--- config.mk ---
export PLATFORM = sky130hd
export DESIGN_NAME = pfpu_dispatch
export DESIGN_NICKNAME = d
export VERILOG_FILES = /design/src/rtl/pfpu_dispatch_pkg.sv /design/src/rtl/pfpu_sched.sv /design/src/rtl/pfpu_dispatch.sv
export SDC_FILE = /design/constraint.sdc
export NUM_CORES = 1
export LEC_CHECK = 0
export ABC_AREA = 1
export BUFFER_PORTS_ARGS = -buffer_cell sky130_fd_sc_hd__buf_2
export CELL_PAD_IN_SITES_DETAIL_PLACEMENT = 0
export CELL_PAD_IN_SITES_GLOBAL_PLACEMENT = 1
export CORE_MARGIN = 4
export CORE_UTILIZATION = 36
export DETAILED_ROUTE_END_ITERATION = 8
export PLACE_DENSITY_LB_ADDON = 0.1
export SYNTH_ARGS = -nofsm -noshare
export SYNTH_HDL_FRONTEND = slang
export SYNTH_HIERARCHICAL = 1
export SYNTH_SLANG_ARGS = --single-unit
export TNS_END_PERCENT = 100
--- constraint.sdc ---
create_clock -name sys_clk -period 5.6 [get_ports sys_clk]
set_clock_uncertainty 0.2 [all_clocks]
set_input_delay 1.4 -clock sys_clk [delete_from_list [all_inputs] [get_ports sys_clk]]
set_output_delay 1.4 -clock sys_clk [all_outputs]
set_load 0.01 [all_outputs]
--- src/rtl/pfpu_dispatch_pkg.sv ---
// Opcode map, per-opcode ALU latency and schedule entry type for the PFPU dispatcher.
// Shared by the sequencer, compiler tables and dispatch datapath.
package pfpu_dispatch_pkg;

    typedef enum logic [3:0] {
        OP_NOP     = 4'h0,
        OP_FADD    = 4'h1,
        OP_FSUB    = 4'h2,
        OP_FMUL    = 4'h3,
        OP_ABS     = 4'h4,
        OP_F2I     = 4'h5,
        OP_I2F     = 4'h6,
        OP_VECTOUT = 4'h7,
        OP_SIN     = 4'h8,
        OP_COS     = 4'h9,
        OP_ABOVE   = 4'hA,
        OP_EQUAL   = 4'hB,
        OP_COPY    = 4'hC,
        OP_IF      = 4'hD,
        OP_TSIGN   = 4'hE,
        OP_QUAKE   = 4'hF
    } opcode_t;

    localparam int MAX_LAT = 5;

    typedef struct packed {
        logic       vld;
        logic [6:0] dest;
    } sched_ent_t;

    // Cycles from alu_opcode being driven to r_valid; 0 means no result.
    function automatic logic [2:0] op_latency(input logic [3:0] op);
        case (opcode_t'(op))
            OP_NOP, OP_VECTOUT:     return 3'd0;
            OP_FADD, OP_FSUB:       return 3'd5;
            OP_FMUL, OP_SIN, OP_COS: return 3'd4;
            OP_I2F:                 return 3'd3;
            default:                return 3'd2;
        endcase
    endfunction

endpackage

--- src/rtl/pfpu_sched.sv ---
// Result schedule: shift register of {valid, dest}, entry k returns k cycles from now.
// Insert lands one cycle later; no backpressure, caller guarantees the target slot is free.
module pfpu_sched
    import pfpu_dispatch_pkg::*;
#(
    parameter int DEPTH = 8,
    parameter int IDX_W = $clog2(DEPTH)
) (
    input  logic             sys_clk,
    input  logic             rst,
    input  logic             ins_en,
    input  logic [IDX_W-1:0] ins_idx,
    input  logic [6:0]       ins_dest,
    output logic [DEPTH-1:0] occupied,
    output logic             head_vld,
    output logic [6:0]       head_dest
);

    sched_ent_t sched [DEPTH];

    always_ff @(posedge sys_clk) begin
        if (rst) begin
            for (int k = 0; k < DEPTH; k++) sched[k] <= '0;
        end else begin
            for (int k = 0; k < DEPTH - 1; k++) sched[k] <= sched[k + 1];
            sched[DEPTH-1] <= '0;
            // Insert overrides the shifted value; the issue precheck keeps that slot empty.
            if (ins_en) sched[ins_idx] <= '{vld: 1'b1, dest: ins_dest};
        end
    end

    always_comb begin
        occupied = '0;
        for (int k = 0; k < DEPTH; k++) occupied[k] = sched[k].vld;
    end

    assign head_vld  = sched[0].vld;
    assign head_dest = sched[0].dest;

endmodule

--- src/rtl/pfpu_dispatch.sv ---
// PFPU issue/writeback scheduler: registers opcode and read addresses one cycle after accept.
// Stalls issue (instr_ready low) when the new result slot would collide with one already scheduled.
module pfpu_dispatch
    import pfpu_dispatch_pkg::*;
#(
    parameter int SCHED_DEPTH = 8
) (
    input  logic        sys_clk,
    input  logic        alu_rst,
    input  logic        instr_valid,
    output logic        instr_ready,
    input  logic [3:0]  instr_opcode,
    input  logic [6:0]  instr_a,
    input  logic [6:0]  instr_b,
    input  logic [6:0]  instr_dest,
    output logic [6:0]  a_addr,
    output logic [6:0]  b_addr,
    output logic [3:0]  alu_opcode,
    input  logic [31:0] r,
    input  logic        r_valid,
    input  logic        alu_collision,
    output logic        w_en,
    output logic [6:0]  w_addr,
    output logic [31:0] w_data,
    output logic        idle,
    output logic        err_mismatch,
    output logic        err_collision
);

    localparam int IDX_W = $clog2(SCHED_DEPTH);

    logic [2:0]             lat;
    logic [IDX_W-1:0]       lat_idx;
    logic [IDX_W-1:0]       chk_idx;
    logic [SCHED_DEPTH-1:0] occupied;
    logic                   head_vld;
    logic [6:0]             head_dest;
    logic                   accept;
    logic                   has_result;

    assign lat        = op_latency(instr_opcode);
    assign lat_idx    = IDX_W'(lat);
    assign chk_idx    = lat_idx + IDX_W'(1);
    assign has_result = (lat != 3'd0);

    assign instr_ready = !alu_rst && (!has_result || !occupied[chk_idx]);
    assign accept      = instr_valid && instr_ready;

    pfpu_sched #(
        .DEPTH (SCHED_DEPTH)
    ) u_sched (
        .sys_clk   (sys_clk),
        .rst       (alu_rst),
        .ins_en    (accept && has_result),
        .ins_idx   (lat_idx),
        .ins_dest  (instr_dest),
        .occupied  (occupied),
        .head_vld  (head_vld),
        .head_dest (head_dest)
    );

    // Gated by reset so a stale head entry cannot write during the reset cycle.
    assign w_en   = !alu_rst && head_vld && r_valid;
    assign w_addr = head_dest;
    assign w_data = r;
    assign idle   = alu_rst || (!(|occupied) && !(accept && has_result));

    always_ff @(posedge sys_clk) begin
        if (alu_rst) begin
            alu_opcode    <= OP_NOP;
            a_addr        <= '0;
            b_addr        <= '0;
            err_mismatch  <= 1'b0;
            err_collision <= 1'b0;
        end else begin
            alu_opcode <= accept ? instr_opcode : OP_NOP;
            a_addr     <= accept ? instr_a : 7'd0;
            b_addr     <= accept ? instr_b : 7'd0;
            if (r_valid != head_vld) err_mismatch <= 1'b1;
            if (alu_collision)       err_collision <= 1'b1;
        end
    end

endmodule

Yosys cells after proc, flatten, opt, wreduce, memory -nomap -nowiden
Memory sizes are Yosys's and may differ from the RTL's. Index checks and enable logic that the tools add are counted.

Flip-flop bits (word level): 20. Latch bits: 0. Memory bits (writable): 64. Memory bits (read-only): 48. Output and inout bits: 62. Logic and storage cells: 51. Memories kept: 2.

Add/sub/neg operators: 1. Multiply operators: 0. Div/mod/pow operators: 0. $lt $le $gt $ge: 1. Eq/ne operators: 1. Shifts and indexed selects: 0. Multiplexer cells: 16. Bitwise operators: 9. Reduce and logical (&&, ||, !) cells: 16.

Memory list: u_sched.sched (depth 8, bits a word 8, rd ports 8, clocked after memory_dff 0, write ports 9, line pfpu_sched.sv:19) `sched_ent_t sched [DEPTH];`; (no name shown) (depth 16, bits a word 3, rd ports 1, clocked after memory_dff 0, write ports 0, line pfpu_dispatch_pkg.sv:33) `case (opcode_t'(op))`.

Operators by type and width (count): 8-bit 2-to-1 mux (8); 1-bit OR (8); 8-bit OR reduction (1); 1-bit 2-to-1 mux (7); 1-bit logical AND (6); 1-bit zero test (5); 3-bit by 4-bit < comparator with 1-bit output (second input constant) (1); 3-bit by 1-bit adder with 3-bit output (second input constant) (1); 1-bit binary-select mux with 3-bit select (1); 3-bit nonzero test (1); 1-bit logical OR (2); 2-bit OR reduction (1); 1-bit inequality test (1); 1-bit NOT (1).

Logic depth before layout (Yosys ltp)
Gate-level depths: netlist (run 1). An unclocked memory read counts as a cell.

Depth in word-level cells: 12. Depth in mapped cells: 20.

By module
Netlist (run 1), hierarchy kept.

Modules (own cells, without submodules): pfpu_sched (instances 1, cells an instance 375, area an instance 2720.1 um2, sequential area each 1281.2 um2); pfpu_dispatch (instances 1, cells an instance 158, area an instance 1192.4 um2, sequential area each 400.4 um2).

Worst setup path after synthesis (run 1)
No wires, ideal clock.

Path kind: in2out. Start point: input port instr_opcode[0]. End point: output port idle. Data arrival time: 3.337 ns. Setup slack: 0.663 ns. Stages on the path: 12. Path through: ha_1 > o21ai_0 > inv_1 > ha_1 > inv_1 > nand3_1 > nand2_1 > nand2_1 > nand2_1 > nand4_1 > nand2_1 > nand2_1.

Cells in the longest elaborated chain, start to end: 12.

RTL lines: start: declaration (line pfpu_dispatch.sv:12) `input logic [3:0] instr_opcode,`; memory read 16 x 3 bit *; via lat[1] (line pfpu_dispatch.sv:32) `logic [2:0] lat;`; 3-bit by 1-bit adder with 3-bit output (line pfpu_dispatch.sv:43) `assign chk_idx = lat_idx + IDX_W'(1);`; 1-bit binary-select mux with 3-bit select (line pfpu_dispatch.sv:46) `assign instr_ready = !alu_rst && (!has_result || !occupied[chk_idx]);`; 1-bit 2-to-1 mux (implied by the code) (line pfpu_dispatch.sv:46); 1-bit zero test (line pfpu_dispatch.sv:46); 1-bit logical OR (line pfpu_dispatch.sv:46); 1-bit logical AND (line pfpu_dispatch.sv:46); 1-bit logical AND (line pfpu_dispatch.sv:47) `assign accept = instr_valid && instr_ready;`; 1-bit logical AND * (line pfpu_dispatch.sv:66) `assign idle = alu_rst || (!(|occupied) && !(accept && has_result));`; 1-bit zero test * (line pfpu_dispatch.sv:66); 1-bit logical AND * (line pfpu_dispatch.sv:66); 1-bit logical OR * (line pfpu_dispatch.sv:66); end: declaration (line pfpu_dispatch.sv:25) `output logic idle,`.

Mark *: on every way through the listed nets, which the timed path passes. The rest lies on a longest branch. The select of a mux whose other input is x is not followed.

Final worst setup path (run 1)
Start point: input port instr_opcode[1]. End point: output port idle.

The elaborated chain is that of the path after synthesis.

==> results.cfg, run 1 <==
[floorplanning]
dieArea_um2 = 12600
fp.dieW_um = 112
die_h_um = 112
ios = 124
start_util_pct = 37.4
fp-row-count = 37
core_um2 = 10500

[sta]
tightest_slew_ns = 0.699
period_needed_ns = 4.78
finalSetupViolCount = 0
hold_viol_final = 0
fin_setup_tns_ns = 0
fmax_ghz = 0.209
drv_slew = 0
rsz0062_at_grt = false
layout_setup_ws_ns = 0.821
relSlewSlack_pct = 53.3
period_share_pct = 85.3

[synth]
yosysSeqAreaShare_pct = 43.0
synth_warnings = 6
synth_edf_count = 0
synth_flop_cell = dfxtp_1
async_flop_share_pct = 0
synth_most_common_cell = nand2_1
yosys.area.top_type = dfxtp_1
avgSynthCellArea_um2 = 7.34
ys_seq_elements = 84
synth_area_leaders = dfxtp_1 43%, nand2_1 14%, buf_4 7.9%
post_synth_num_cell_types = 23
syn_inst = 533
synthTopCellsByCount = 150 x nand2_1, 84 x dfxtp_1, 76 x inv_1
synth_nets = 600
synth.top_cell.area_share_pct = 43.0
syn-cell-area_um2 = 3910

[drt]
drtPass1Iterations = 4
drt-vias-per-instance = 4.19
post-route-drc-count = 0
ant_nets = 0
via_count = 2873
drt-initial-drc-count = 56
finalWirelength_um = 7580
wl_per_cell_um = 11.0

[worst_hold_path]
worstHoldStart = u_sched/sched[7][7]$_DFF_P_
hold_class = register to register

[critical_path]
cpMostUsedCell = nand2_1
critPathLaunchType = input pin
regToRegSetupSlack_ns = 3.45
required_ns = 4.00
crit_fanout = 6
r2r-start = u_sched/sched[4][7]$_SDFF_PP1_
arrival_ns = 3.18
critical_path_class = input pin to output pin
crit_path_cell_trace = buf_2, inv_1, ha_1, inv_1, nand2_2, nand3_4, inv_1, ha_1, inv_1, nand2_1, nand2_1, inv_1, nand2_1, nand2_1, nand4_1, nand2_1, nand2_1, buf_2
worst_path_largest_cell_delay_ns = 0.30
slowest_stage = ha_1
startpoint = instr_opcode[1]
end_kind = output pin

[grt]
grt_max_degree = 40
grt_pass1_wl_um = 13000
gr-usage-all-layers_pct = 12.7
grt_overflow = 0
grt_antenna_before_repair = 0
grt_pass1_vias = 2662

[clocking]
clk_path_buf_depth = 2
ctsResizeCount = 0
cts_made_buffers = 9
cts_setup_buffers = 0
cts.clk_slew.worst_paths_ns = 0.08
htreeDepth = 3
cts.sinks = 84
clk_latency_ns = 0.35
cts_root_buf = clkbuf_8
cts_hold_buf = 0
cts_tree = done

[run_status]
status = complete, no violations

[placement]
gp_congestion = 0.785
portBuffers = 59
dp_hpwl_um = 5490
pre_cts_ws_ns = 0.812

[power_and_ir_drop]
power.leakage_nw = 2.07
max-vdd-ir-drop_v = 0.000125
power_density_nw_per_um2 = 268

[cells_and_area]
antenna_cells = 0
num-nets-final = 615
final_util_pct = 39.7
drive_gt1_share_pct = 21.1
area_growth_pct = 6.14

[job]
drv_cap = 0
==> placed cells by master, fill, tap and decap left out <==
cell type   count
inv_1          76
nand2_2         5
inv_2           7
dfxtp_1        84
o21bai_1       14
nor3b_1         1
nand3_2         2
xor2_1          1
nor3_1          1
clkbuf_8       11
nand3_1        39
ha_1            5
nor2_4          8
clkinvlp_4      1
clkinv_2        3
nand3_4         5
buf_2          59
nand2_1       150
o21ai_0         4
buf_4           3
nor2_2         12
nor2_1         57
nand4_1         2
==> flip-flops by register name, summed over array words and instances (netlist names) <==
signal and flops:
u_sched/sched 64, a_addr 7, alu_opcode 4, b_addr 7
err_mismatch 1, err_collision 1
==> kinds of logic (layout without fill, tap and decap cells) <==
group | after synthesis | after routing | share of synthesized area, %
and+or+nand+nor | 282 | 282 | 33.3
buffers and inverters | 143 | 160 | 18.7
DFF | 84 | 84 | 43.0
AOI/OAI and AO/OA | 18 | 18 | 3.20
xor gates and xnor gates | 1 | 1 | 0.224
adders and majority gates | 5 | 5 | 1.60
==> area by class of cell <==
type | instances | area [um^2]
Clock buffer | 11 | 151
Clock inverter | 2 | 12.5
Fill cell | 1139 | 6310
Inverter | 85 | 322
Multi-Input combinational cell | 306 | 1500
Sequential cell | 84 | 1680
Tap cell | 136 | 170
Timing Repair Buffer | 62 | 318
==> metrics by stage <==
step | std cells | area (um^2) | hold WS [ns] | total power [W]
3_5_place_dp | 673 | 3990 | 0.245 | 0.000750
4_1_cts | 686 | 4150 | 0.248 | 0.00113
6_report | 686 | 4150 | 0.247 | 0.00111
2_1_floorplan | 533 | 3910 | 0.228 | 0.000736
3_3_place_gp | 673 | 3990 | 0.240 | 0.000748
5_1_grt | 686 | 4150 | 0.289 | 0.00117
==> report_power, final <==
group          switching, W  total, W  internal, W
clock network      0.000201  0.000379     0.000177
logic             0.0000828  0.000120    0.0000372
registers        0.00000352  0.000613     0.000609
==> worst paths after layout <==
path                                         end  cells past startpoint
hold / removal    u_sched/sched[6][7]$_SDFF_PP1_                      2
setup / recovery                            idle                     18
setup reg to reg     u_sched/sched[0][3]$_DFF_P_                     11
hold reg to reg   u_sched/sched[6][7]$_SDFF_PP1_                      2
==> layer usage <==
metal / GRT usage (%) / wire (um) / vias to the layer above
met5: 0 / 0 / -
met4: 4.09 / 70 / 0
met3: 4.31 / 432 / 15
met2: 21.3 / 3610 / 59
met1: 15.2 / 3470 / 1232
li1: - / - / 1567
==> critical path, delay by kind of cell <==
family | cells | cell delay [ns]
buffers and inverters | 7 | 0.64
adder cells (fa/ha/maj) | 2 | 0.50
AND/OR/NAND/NOR | 9 | 0.64
Power figures use the tool's default switching activity.
==> inputs of run 2 (changes only) <==
--- a/config.mk
+++ b/config.mk
@@ -5,12 +5,11 @@
 export SDC_FILE = /design/constraint.sdc
 export NUM_CORES = 1
 export LEC_CHECK = 0
-export ABC_AREA = 1
 export BUFFER_PORTS_ARGS = -buffer_cell sky130_fd_sc_hd__buf_2
 export CELL_PAD_IN_SITES_DETAIL_PLACEMENT = 0
 export CELL_PAD_IN_SITES_GLOBAL_PLACEMENT = 1
-export CORE_MARGIN = 4
-export CORE_UTILIZATION = 36
+export CORE_MARGIN = 2
+export CORE_UTILIZATION = 37
 export DETAILED_ROUTE_END_ITERATION = 8
 export PLACE_DENSITY_LB_ADDON = 0.1
 export SYNTH_ARGS = -nofsm -noshare
==> run 2 against run 1 <==
  * Synthesized area shrank 4.1%
  * Worst setup slack lost 0.70 ns
  * Non-clock buffer count grew 7
  * Flip-flop and latch count is the same
  * Core utilization grew 1.1 points
  * First-iteration DRC count grew 100%
  * Largest cell class unchanged
  * Sequential share of layout area grew 1.5 points
  * Clock power grew 8.2%
  * Register-to-register slack lost 0.58 ns
  * Die area shrank 13%
  * Critical path depth shrank 7
==> results.cfg, run 2 <==
[run_status]
status = complete, no violations

[synth]
synth.top_cell.area_share_pct = 44.8
post_synth_num_cell_types = 45
synthTopCellsByCount = 84 x dfxtp_1, 62 x inv_1, 51 x o32ai_1
async_flop_share_pct = 0
synth_most_common_cell = dfxtp_1
yosysSeqAreaShare_pct = 44.8
synth_area_leaders = dfxtp_1 45%, o32ai_1 12%, buf_4 8.4%
ys_seq_elements = 84
synth_flop_cell = dfxtp_1
synth_nets = 455
avgSynthCellArea_um2 = 9.67
yosys.area.top_type = dfxtp_1
synth_warnings = 6
synth_edf_count = 0
syn-cell-area_um2 = 3750
syn_inst = 388

[power_and_ir_drop]
comb_power_share_pct = 11.3
power.leakage_nw = 1.58
max-vdd-ir-drop_v = 0.000109
power_switching_share_pct = 26.3
intPower_w = 0.000849
power_density_nw_per_um2 = 287
netSwitchingPower_w = 0.000303
clock_power_share_pct = 35.6
seqPwrFrac_pct = 53.1

[grt]
gr-usage-all-layers_pct = 14.7
grt_max_degree = 45
grt_pass1_vias = 2506
grt_pass1_wl_um = 13100
grt_antenna_before_repair = 0
grt_overflow = 0

[critical_path]
slowest_stage = or3_2
required_ns = 4.00
reg2reg_to = u_sched/sched[4][5]$_DFF_P_
critPathLaunchType = input pin
path_buf_inv = 3
cp.depth = 11
regToRegSetupSlack_ns = 2.87
arrival_ns = 3.88
rr_worst_depth = 8
r2r-start = u_sched/sched[4][7]$_SDFF_PP1_
crit_family = simple AND/OR/NAND/NOR gates
startpoint = instr_opcode[1]
crit_path_cell_trace = buf_2, inv_1, ha_1, mux2i_1, or2_2, ha_1, mux2_2, or3_2, a22o_4, a31oi_1, buf_2
crit_path_end = instr_ready
end_kind = output pin
crit_fanout = 6
critical_path_class = input pin to output pin
worst_path_largest_cell_delay_ns = 0.42

[cells_and_area]
multiInputGateArea_um2 = 1370
reg_top3 = u_sched/sched: 64 flops, a_addr: 7 flops, b_addr: 7 flops
final_common_cell = dfxtp_1
final_cell_mix = 84 x dfxtp_1, 62 x inv_1, 59 x buf_2
regArea_um2 = 1680
fillers = 1025
antenna_cells = 0
drive_gt1_share_pct = 29.2
num-nets-final = 466
regMostFlops = u_sched/sched
largest_register_ffs = 64
area_growth_pct = 6.77
finalNonFillerCells = 537

[sta]
fmax_ghz = 0.182
finalSetupViolCount = 0
drv_slew = 0
period_needed_ns = 5.48
relSlewSlack_pct = 20.2
hold_viol_final = 0
rsz0062_at_grt = false
holdWs_ns = 0.253
period_share_pct = 97.9
tightest_slew_ns = 1.20
fin_setup_tns_ns = 0

[clocking]
cts.sinks = 84
htreeDepth = 3
cts_root_buf = clkbuf_8
cts_setup_buffers = 0
ctsResizeCount = 0
clk_latency_ns = 0.35
cts_hold_buf = 0
cts_made_buffers = 9
cts_tree = done
cts.clk_slew.worst_paths_ns = 0.09
clk_path_buf_depth = 2

[drt]
drt-initial-drc-count = 112
wl_per_cell_um = 14.9
ant_nets = 0
drtPass1Iterations = 4
drt-vias-per-instance = 4.95
via_count = 2660
finalWirelength_um = 7980
post-route-drc-count = 0

[floorplanning]
die_h_um = 105
fp.dieW_um = 105
fp-row-count = 36
dieArea_um2 = 11000
start_util_pct = 38.2
ios = 124
core_um2 = 9820

[placement]
placed_cells = 521
gp_congestion = 0.743
dp_hpwl_um = 5140
portBuffers = 59

[worst_hold_path]
hold_class = register to register

[job]
drv_cap = 0
run 2: area by class of cell:
type                    count  share of cell area (%)
flip-flops and latches     84                    42.0
multi-input cells         173                    34.2
repair buffers             69                    9.24
inverters                  62                    5.81
well taps                 133                    4.15
clock buffers              12                    3.87
clock inverters             4                   0.781
run 2: how the worst min path moves through the flow:
stage / from / to / slack, ns / depth (start not counted)
floorplan: u_sched/sched[6][6]$_DFF_P_ / u_sched/sched[5][6]$_DFF_P_ / 0.24 / 2
global placement: err_collision$_SDFFE_PP0P_ / err_collision$_SDFFE_PP0P_ / 0.24 / 2
detailed placement: u_sched/sched[4][2]$_DFF_P_ / u_sched/sched[3][2]$_DFF_P_ / 0.25 / 2
CTS: u_sched/sched[1][0]$_DFF_P_ / u_sched/sched[0][0]$_DFF_P_ / 0.25 / 2
global route: u_sched/sched[3][3]$_DFF_P_ / u_sched/sched[2][3]$_DFF_P_ / 0.27 / 2
finish: u_sched/sched[1][0]$_DFF_P_ / u_sched/sched[0][0]$_DFF_P_ / 0.25 / 2
run 2: power groups by stage:
stage	clock network [W]	registers (W)	logic [W]
2_1_floorplan	0	0.000630	0.000109
4_1_cts	0.000426	0.000611	0.000131
5_1_grt	0.000448	0.000613	0.000143
3_5_place_dp	0	0.000626	0.000130
6_report	0.000410	0.000611	0.000130
3_3_place_gp	0	0.000625	0.000130
run 2: cells by family after synthesis:
logic type / after synthesis / share of synthesized area, %
buffers and inverters: 131 / 18.8
adder cells (fa/ha/maj): 5 / 1.67
AND/OR/NAND/NOR: 90 / 16.8
multiplexers: 6 / 1.83
AO/OA/AOI/OAI: 72 / 16.1
flip-flops: 84 / 44.8
run 2: worst min-delay path: stages (launching register included):
cell,delay [ns]
dfxtp_1,0.30
inv_1,0.04
o32ai_1,0.07
run 2: layer usage:
metal / wire (um) / up-vias / GRT usage (%)
li1: - / 1341 / -
met4: 117 / 0 / 6.57
met5: 0 / - / 0
met1: 4190 / 1228 / 21.1
met3: 452 / 22 / 3.12
met2: 3220 / 69 / 21.0
run 2: per-stage QoR:
step	setup WS (ns)	power (W)	area [um^2]	utilization, %
6_report	0.119	0.00115	4010	40.8
4_1_cts	0.106	0.00117	4010	40.8
5_1_grt	0.00449	0.00120	4010	40.8
3_5_place_dp	0.107	0.000756	3820	38.9
3_3_place_gp	0.155	0.000756	3820	38.9
2_1_floorplan	0.285	0.000739	3750	-
==> inputs of run 3 (changes only) <==
==> constraint.sdc (replaced) <==
create_clock -name sys_clk -period 5.6 [get_ports sys_clk]
set_clock_uncertainty 0.2 [all_clocks]
set_input_delay 1.4 -clock sys_clk [delete_from_list [all_inputs] [get_ports sys_clk]]
set_output_delay 1.4 -clock sys_clk [all_outputs]
set_load 0.005 [all_outputs]
==> run 3 against run 2 <==
  * Clock-buffer cell count stayed put
  * Hold slack worse by 0.0012 ns
  * Power is 1.6% higher
  * Maximum frequency is 0.46% higher
  * Wire length is 1.2% lower
  * Non-clock buffer count stayed put
  * Sequential power hardly changed
  * Final cell count is 0.19% lower
  * Global-route usage is 0.16 points lower
  * Register-to-register slack worse by 0.03 ns
  * Critical endpoint unchanged
  * Largest cell class unchanged
==> results.cfg, run 3 (synthesized netlist as in run 2, its figures left out) <==
[placement]
dp_hpwl_um = 5140
gp_congestion = 0.744
portBuffers = 59

[clocking]
htreeDepth = 3
cts_root_buf = clkbuf_8
cts_hold_buf = 0
cts_tree = done
cts.sinks = 84
cts_made_buffers = 9
clk_latency_ns = 0.34
cts.clk_slew.worst_paths_ns = 0.09
clk_path_buf_depth = 2

[critical_path]
critical_path_class = input pin to output pin
required_ns = 4.00
crit_fanout = 6
critPathLaunchType = input pin
arrival_ns = 3.86
end_kind = output pin

[floorplanning]
die_h_um = 105
start_util_pct = 38.2
fp-row-count = 36
dieArea_um2 = 11000
fp.dieW_um = 105
ios = 124
core_um2 = 9820

[drt]
via_count = 2644
post-route-drc-count = 0
finalWirelength_um = 7880
wl_per_cell_um = 14.7
drt-initial-drc-count = 113
drt-vias-per-instance = 4.93
ant_nets = 0
drtPass1Iterations = 4

[grt]
grt_pass1_vias = 2435
grt_pass1_wl_um = 13000
grt_antenna_before_repair = 0
grt_max_degree = 45
grt_overflow = 0
gr-usage-all-layers_pct = 14.5

[sta]
drv_slew = 0
fin_setup_tns_ns = 0
fmax_ghz = 0.183
period_needed_ns = 5.46
holdWs_ns = 0.252
relSlewSlack_pct = 26.6
tightest_slew_ns = 1.10
rsz0062_at_grt = false
period_share_pct = 97.4
finalSetupViolCount = 0
hold_viol_final = 0

[cells_and_area]
antenna_cells = 0
largest_register_ffs = 64
drive_gt1_share_pct = 29.0
regMostFlops = u_sched/sched
final_cell_mix = 84 x dfxtp_1, 62 x inv_1, 59 x buf_2
final_common_cell = dfxtp_1
fillers = 1025
num-nets-final = 466
area_growth_pct = 7.23
reg_top3 = u_sched/sched: 64 flops, a_addr: 7 flops, b_addr: 7 flops

[job]
drv_cap = 0

[power_and_ir_drop]
max-vdd-ir-drop_v = 0.000139
power.leakage_nw = 1.59
power_density_nw_per_um2 = 291

[worst_hold_path]
hold_class = register to register

[run_status]
status = complete, no violations
==> run 3: changes by cell type in the layout (fill, tap and decap cells not counted) <==
| cell | change |
|---|---|
| bufinv_16 | +1 |
| clkbuf_1 | +1 |
| clkbuf_8 | -1 |
| clkinvlp_4 | -2 |
| ha_1 | -1 |
| ha_4 | +1 |
==> run 3: final timing paths <==
check	cells past startpoint	slack (ns)	endpoint	startpoint
hold / removal	2	0.25	u_sched/sched[0][0]$_DFF_P_	u_sched/sched[1][0]$_DFF_P_
hold reg to reg	2	0.25	u_sched/sched[0][0]$_DFF_P_	u_sched/sched[1][0]$_DFF_P_
setup / recovery	11	0.14	instr_ready	instr_opcode[1]
setup reg to reg	8	2.84	u_sched/sched[4][5]$_DFF_P_	u_sched/sched[6][7]$_SDFF_PP1_
==> run 3: power breakdown <==
| group | switching, W | internal [W] | total [W] | leakage [nW] |
|---|---|---|---|---|
| registers | 0.00000296 | 0.000608 | 0.000611 | 0.680 |
| clock network | 0.000214 | 0.000218 | 0.000432 | 0.0931 |
| logic | 0.0000732 | 0.0000540 | 0.000127 | 0.817 |
| total | 0.000290 | 0.000881 | 0.00117 | 1.59 |
==> run 3: repair_timing <==
item	4_1_cts	5_1_grt
setup endpoints to repair	0	1
hold endpoints to repair	0	0
buffers inserted	0	0
gates resized for setup	0	1
==> run 3: per-stage QoR <==
step | instances | cell area, um^2 | total power [W] | worst slack (ns) | utilization, %
after CTS | 536 | 4010 | 0.00119 | 0.105 | 40.9
after global routing | 536 | 4030 | 0.00123 | 0.0180 | 41.0
after detailed placement | 521 | 3820 | 0.000751 | 0.106 | 38.9
after global placement | 521 | 3820 | 0.000751 | 0.176 | 38.9
after floorplan | 388 | 3750 | 0.000730 | 0.359 | -
final | 536 | 4030 | 0.00117 | 0.144 | 41.0
==> run 3: final cells by class <==
class | instances | area (um^2) | share of cell area (%)
inverter | 62 | 233 | 5.78
timing repair buffer | 69 | 370 | 9.20
multi-input combinational | 173 | 1380 | 34.3
sequential | 84 | 1680 | 41.8
clock buffer | 12 | 145 | 3.61
clock inverter | 3 | 46.3 | 1.15
tap | 133 | 166 | 4.13
==> run 3: worst max-delay path: stages <==
cell,delay (ns)
buf_2,0.13
inv_1,0.05
ha_1,0.27
mux2i_1,0.08
or2_2,0.34
ha_4,0.29
mux2_2,0.34
or3_2,0.42
a22o_4,0.25
a31oi_1,0.16
buf_2,0.13
==> run 3: routing by layer <==
| metal | vias up | share of wire [%] | track usage, % |
|---|---|---|---|
| met4 | 0 | 0.65 | 5.33 |
| met2 | 74 | 42 | 19.5 |
| met5 | - | 0 | 0 |
| met1 | 1214 | 52 | 22.3 |
| met3 | 16 | 6.0 | 3.12 |
| li1 | 1340 | - | - |
